$ cat config.mk
export PLATFORM = sky130hd
export DESIGN_NAME = adder_share_arb
export DESIGN_NICKNAME = d
export VERILOG_FILES = /design/src/rtl/adder_share_arb.sv
export SDC_FILE = /design/constraint.sdc
export NUM_CORES = 1
export LEC_CHECK = 0
export BUFFER_PORTS_ARGS = -buffer_cell sky130_fd_sc_hd__buf_4
export CORE_ASPECT_RATIO = 1.2
export CORE_MARGIN = 3
export CORE_UTILIZATION = 45
export CTS_BUF_LIST = sky130_fd_sc_hd__clkbuf_4
export DETAILED_ROUTE_END_ITERATION = 10
export PLACE_DENSITY = 0.85
export SLEW_MARGIN = 20
export SYNTH_ARGS = -nofsm -noshare
export SYNTH_HDL_FRONTEND = slang
export SYNTH_SLANG_ARGS = --single-unit
$ cat constraint.sdc
create_clock -name clk -period 2.1 [get_ports clk]
set_input_delay 0 -clock clk [delete_from_list [all_inputs] [get_ports clk]]
set_output_delay 0 -clock clk [all_outputs]
set_load 0.05 [all_outputs]
$ cat src/rtl/adder_share_arb.sv
// Round-robin arbiter/sequencer sharing one external combinational adder among NREQ requesters.
// One operation runs at a time: accept (IDLE) -> adder settles (ISSUE) -> hold result (RESP).
module adder_share_arb #(
    parameter int unsigned WIDTH = 16,
    parameter int unsigned NREQ  = 4,
    parameter int unsigned IDW   = $clog2(NREQ)
) (
    input  logic                  clk,
    input  logic                  rst_n,
    input  logic [NREQ-1:0]       req_valid,
    output logic [NREQ-1:0]       req_ready,
    input  logic [NREQ*WIDTH-1:0] req_a,
    input  logic [NREQ*WIDTH-1:0] req_b,
    output logic [WIDTH-1:0]      add_a,
    output logic [WIDTH-1:0]      add_b,
    input  logic [WIDTH:0]        add_sum,
    output logic                  rsp_valid,
    input  logic                  rsp_ready,
    output logic [WIDTH:0]        rsp_sum,
    output logic [IDW-1:0]        rsp_id,
    output logic [15:0]           ops_done
);

    typedef enum logic [1:0] {
        StIdle,
        StIssue,
        StResp
    } state_e;

    state_e            state_q, state_d;
    logic [IDW-1:0]    ptr_q, ptr_d;
    logic [IDW-1:0]    id_q, id_d;
    logic [WIDTH-1:0]  add_a_q, add_a_d;
    logic [WIDTH-1:0]  add_b_q, add_b_d;
    logic              rsp_valid_q, rsp_valid_d;
    logic [WIDTH:0]    rsp_sum_q, rsp_sum_d;
    logic [IDW-1:0]    rsp_id_q, rsp_id_d;
    logic [15:0]       ops_done_q, ops_done_d;

    logic              grant_found;
    logic [IDW-1:0]    grant_idx;
    logic [IDW:0]      scan_idx;
    logic [IDW-1:0]    cand;

    // Scan req_valid from ptr upward with wrap; the first set bit wins.
    always_comb begin
        grant_found = 1'b0;
        grant_idx   = '0;
        scan_idx    = '0;
        cand        = '0;
        for (int unsigned off = 0; off < NREQ; off++) begin
            scan_idx = {1'b0, ptr_q} + (IDW+1)'(off);
            if (scan_idx >= (IDW+1)'(NREQ)) begin
                scan_idx = scan_idx - (IDW+1)'(NREQ);
            end
            cand = scan_idx[IDW-1:0];
            if (!grant_found && req_valid[cand]) begin
                grant_found = 1'b1;
                grant_idx   = cand;
            end
        end
    end

    always_comb begin
        req_ready = '0;
        if (rst_n && state_q == StIdle && grant_found) begin
            req_ready = NREQ'(1) << grant_idx;
        end
    end

    always_comb begin
        state_d    = state_q;
        ptr_d      = ptr_q;
        id_d       = id_q;
        add_a_d    = add_a_q;
        add_b_d    = add_b_q;
        rsp_sum_d  = rsp_sum_q;
        rsp_id_d   = rsp_id_q;
        ops_done_d = ops_done_q;
        unique case (state_q)
            StIdle: begin
                if (grant_found) begin
                    state_d = StIssue;
                    add_a_d = req_a[32'(grant_idx) * WIDTH +: WIDTH];
                    add_b_d = req_b[32'(grant_idx) * WIDTH +: WIDTH];
                    id_d    = grant_idx;
                    ptr_d   = (grant_idx == IDW'(NREQ - 1)) ? '0 : grant_idx + IDW'(1);
                end
            end
            StIssue: begin
                state_d   = StResp;
                rsp_sum_d = add_sum;
                rsp_id_d  = id_q;
            end
            StResp: begin
                if (rsp_ready) begin
                    state_d    = StIdle;
                    ops_done_d = ops_done_q + 16'd1;
                end
            end
            default: state_d = StIdle;
        endcase
        rsp_valid_d = (state_d == StResp);
    end

    always_ff @(posedge clk or negedge rst_n) begin
        if (!rst_n) begin
            state_q     <= StIdle;
            ptr_q       <= '0;
            id_q        <= '0;
            add_a_q     <= '0;
            add_b_q     <= '0;
            rsp_valid_q <= 1'b0;
            rsp_sum_q   <= '0;
            rsp_id_q    <= '0;
            ops_done_q  <= '0;
        end else begin
            state_q     <= state_d;
            ptr_q       <= ptr_d;
            id_q        <= id_d;
            add_a_q     <= add_a_d;
            add_b_q     <= add_b_d;
            rsp_valid_q <= rsp_valid_d;
            rsp_sum_q   <= rsp_sum_d;
            rsp_id_q    <= rsp_id_d;
            ops_done_q  <= ops_done_d;
        end
    end

    assign add_a     = add_a_q;
    assign add_b     = add_b_q;
    assign rsp_valid = rsp_valid_q;
    assign rsp_sum   = rsp_sum_q;
    assign rsp_id    = rsp_id_q;
    assign ops_done  = ops_done_q;

endmodule

==> results of run 1 <==
[kinds of logic after synthesis]
| kind of cell | synth area share (%) |
|---|---|
| mux | 22.94 |
| flops | 48.22 |
| compound gates | 13.03 |
| simple gates | 6.158 |
| buf+inv | 4.594 |
| xor+xnor | 3.421 |
| fa+ha+maj | 1.629 |
[per-stage QoR]
step	setup WS (ns)	hold WS [ns]	area (um^2)	utilization (%)	cells
floorplan	0.1488	-0.2956	3840	-	321
global placement	0.1622	-0.02345	5619	68.54	648
detailed placement	0.04834	-0.01649	5619	68.54	648
==> results.txt, run 1 <==
Die Ht -> 107.2 um
synth warn -> 0
Syn Std Cell Area -> 3840 um^2
EDFF count, synth -> 0
number of library cell types mapped by synthesis -> 34
CTS Sinks -> 74
Yosys top cell area share -> 48.22%
Seq cells post-synth -> 74
status -> did not finish
Async SR Flop Fraction -> 100.0%
Syn Nets -> 478
register area share after synthesis -> 48.22%
Die X -> 90.33 um
error message -> [ERROR RSZ-0060] Max buffer count reached.
Post-CTS Setup Bufs -> 6
cts hold-fix bufs -> 135
routability-driven placement congestion ratio -> 0.8662
Last stage -> clock tree synthesis (4_1_cts)
clock root buffer -> clkbuf_4
Synth area leader -> dfrtp_1
io pins -> 224
Synth top cells by count -> dfrtp_1 (74), mux2i_1 (64), o21ai_1 (33)
row cnt -> 36
top post-synthesis cells by area -> dfrtp_1 (48%), mux2i_1 (17%), a2bb2oi_1 (7.3%), mux2_2 (5.9%), o21ai_1 (4.3%)
average size of a mapped cell -> 11.96 um^2
Initial Utilization -> 46.84%
DP HPWL -> 8.971 mm
Primary FF master, synth -> dfrtp_1
CTS H-tree lvls -> 3
top-count cell post-synth -> dfrtp_1
CTS resizes -> 7
clk buf depth -> 2
post-synthesis instance total -> 321
I/O Buffers -> 223
Num CTS Buffers -> 9
==> run 2: changes to the inputs <==
Settings changed: CORE_ASPECT_RATIO 1.2 to not set, CORE_UTILIZATION 45 to 40, CTS_BUF_LIST sky130_fd_sc_hd__clkbuf_4 to not set, PLACE_DENSITY 0.85 to not set, PLACE_DENSITY_LB_ADDON set to 0.15.
==> results.txt, run 2 <==
max_cap viols -> 0
post-synthesis instance total -> 321 (unchanged)
synth warn -> 0 (unchanged)
Die X -> 104.0 um (was 90.33 um)
Min-Delay Endpoint -> add_b[2]
Initial Utilization -> 41.36% (was 46.84%)
average size of a mapped cell -> 11.96 um^2 (unchanged)
Least-Margin Pin Slew -> 0.4446 ns
Hold Vio Cnt, Final -> 0
period utilization -> 99.05%
DP HPWL -> 8.387 mm (was 8.971 mm)
Seq cells post-synth -> 74 (unchanged)
endpoints failing setup -> 0
total global routing track utilization -> 23.37%
io pins -> 224 (unchanged)
hold path startpoint -> req_b[18]
Layout area overhead -> 77.48%
clk_lat worst skew -> 0.34 ns
largest net degree at the start of global routing -> 36
R2R Setup Slk -> 0.08 ns
critical path type -> register to output port
Slew Limit Fails -> 0
Hold Worst Slack -> 0.02633 ns
antenna violations before repair -> 0
CTS H-tree lvls -> 3 (unchanged)
TNS Setup -> 0 ns
Nets -> 790
Clk pin slew, worst setup/hold paths -> 0.08 ns
status -> complete, no violations (was did not finish)
Syn Nets -> 478 (unchanged)
worst min path class -> primary input to register
top-count cell post-synth -> dfrtp_1 (unchanged)
Sequential Area -> 1852 um^2
Synth area leader -> dfrtp_1 (unchanged)
Primary FF master, synth -> dfrtp_1 (unchanged)
remaining antenna violation count after routing -> 0
f_max -> 480.8 MHz
Num CTS Buffers -> 9 (unchanged)
Inserted Diodes -> 0
Syn Std Cell Area -> 3840 um^2 (unchanged)
crit start category -> register
layout cells sized above 1 -> 45.14%
vias per inst -> 4.934
I/O Buffers -> 223 (unchanged)
routability-driven placement congestion ratio -> 0.7814 (was 0.8662)
clock root buffer -> clkbuf_8 (was clkbuf_4)
clk buf depth -> 2 (unchanged)
GRT Residual Overflow -> 0
headroom to the max-slew limit -> 70.36%
EDFF count, synth -> 0 (unchanged)
die area -> 10,810 um^2
vias in the first global route -> 4,017
Die Ht -> 104.0 um (was 107.2 um)
Multi-input gate area -> 1839 um^2
power per standard cell area -> 1401 nW/um^2
number of library cell types mapped by synthesis -> 34 (unchanged)
Async SR Flop Fraction -> 100.0% (unchanged)
RSZ-0062 raised after global routing -> yes
commonest non-fill, non-tap cell in the layout -> buf_4
Worst Path Arrival -> 2.08 ns
CORE AREA -> 9284 um^2
row cnt -> 35 (was 36)
CTS Sinks -> 74 (unchanged)
Yosys top cell area share -> 48.22% (unchanged)
top post-synthesis cells by area -> dfrtp_1 (48%), mux2i_1 (17%), a2bb2oi_1 (7.3%), mux2_2 (5.9%), o21ai_1 (4.3%) (unchanged)
DRT Pass-1 Iters -> 4
Total Routed Length -> 12.69 mm
Filler cells -> 632
worst vdd rail ir drop -> 0.7417 mV
register area share after synthesis -> 48.22% (unchanged)
R2R Path Start -> ptr_q[1]
CP required -> 2.10 ns
first-pass GRT wire length -> 20.28 mm
Leak -> 3.448 nW
Synth top cells by count -> dfrtp_1 (74), mux2i_1 (64), o21ai_1 (33) (unchanged)
DRC -> 0
initial DRC count -> 107
WL/cell -> 16.54 um
CTS tree -> done
worst hold path depth -> 4
CP max FO -> 5
Tmin final -> 2.080 ns
R2R depth -> 8
commonest cells after routing, fill and taps aside -> buf_4 (230), dlygate4sd3_1 (82), dfrtp_1 (74)
crit end category -> output port
Final Skew -> 0.007469 ns
reg2reg end -> add_a[10]
max FFs per register -> 17
vias -> 3,784
==> run 2: cell counts after synthesis <==
No cell type changed its count.
==> run 2: logic make-up after synthesis <==
kind of cell	share of synthesized area, %
compound gates	13.03
flops	48.22
buf+inv	4.594
mux	22.94
fa+ha+maj	1.629
simple gates	6.158
xor+xnor	3.421
==> run 2: critical path, stage by stage (launching register included) <==
cell     delay, ns
dfrtp_1       0.43
mux2_4        0.32
o221a_4       0.32
inv_8         0.09
buf_12        0.10
ha_2          0.16
and3_4        0.18
buf_8         0.14
==> run 2: area by class of cell <==
cell class	count	share of cell area, %
clock inverters	6	1.322
clock buffers	10	2.019
inverters	5	0.3855
multi-input cells	222	26.99
flip-flops and latches	74	27.17
well taps	129	2.368
repair buffers	321	39.75
==> run 2: metrics by stage <==
step	total power [W]	area [um^2]	instances	util (%)	setup WS, ns
final	0.009545	6815	767	73.41	0.01996
after global routing	0.01004	6815	767	73.41	-0.04637
after CTS	0.009542	6769	766	72.91	0.01645
after detailed placement	0.008059	5650	663	60.86	0.1292
after global placement	0.007959	5650	663	60.86	0.1804
after floorplan	0.006387	3840	321	-	0.1488
==> run 2: what timing repair did <==
item	4_1_cts	5_1_grt
endpoints found under the hold margin	123	0
resized for setup	2	11
gates cloned	1	0
setup endpoints to repair	2	10
buffers inserted	4	1
pin swaps	0	1
hold buffers	82	0
==> run 2: routing by layer <==
metal  up-vias  part of all wire [%]  GRT usage, %
li1       1807                     -             -
met1      1800                    39         25.90
met2       150                    52         42.43
met3        27                   6.3         7.014
met4         0                   2.4         8.072
met5         -                     0             0
==> run 2: report_power, final <==
| part | switching [W] | leakage (nW) | internal, W |
|---|---|---|---|
| sequential | 0.000380 | 0.919 | 0.00204 |
| clock | 0.000530 | 0.112 | 0.000703 |
| combinational | 0.00354 | 2.42 | 0.00235 |
| total | 0.00445 | 3.45 | 0.00510 |
==> run 2: worst max-delay path by stage <==
stage / startpoint / end / slack, ns
global placement: ptr_q[1] / add_b[14] / 0.18
floorplan: ptr_q[1] / req_ready[0] / 0.15
CTS: ptr_q[1] / req_ready[0] / 0.02
finish: ptr_q[1] / req_ready[2] / 0.02
detailed placement: ptr_q[1] / add_b[4] / 0.13
global route: ptr_q[1] / req_ready[2] / -0.05
No activity file was read; power rests on OpenSTA's default activity.
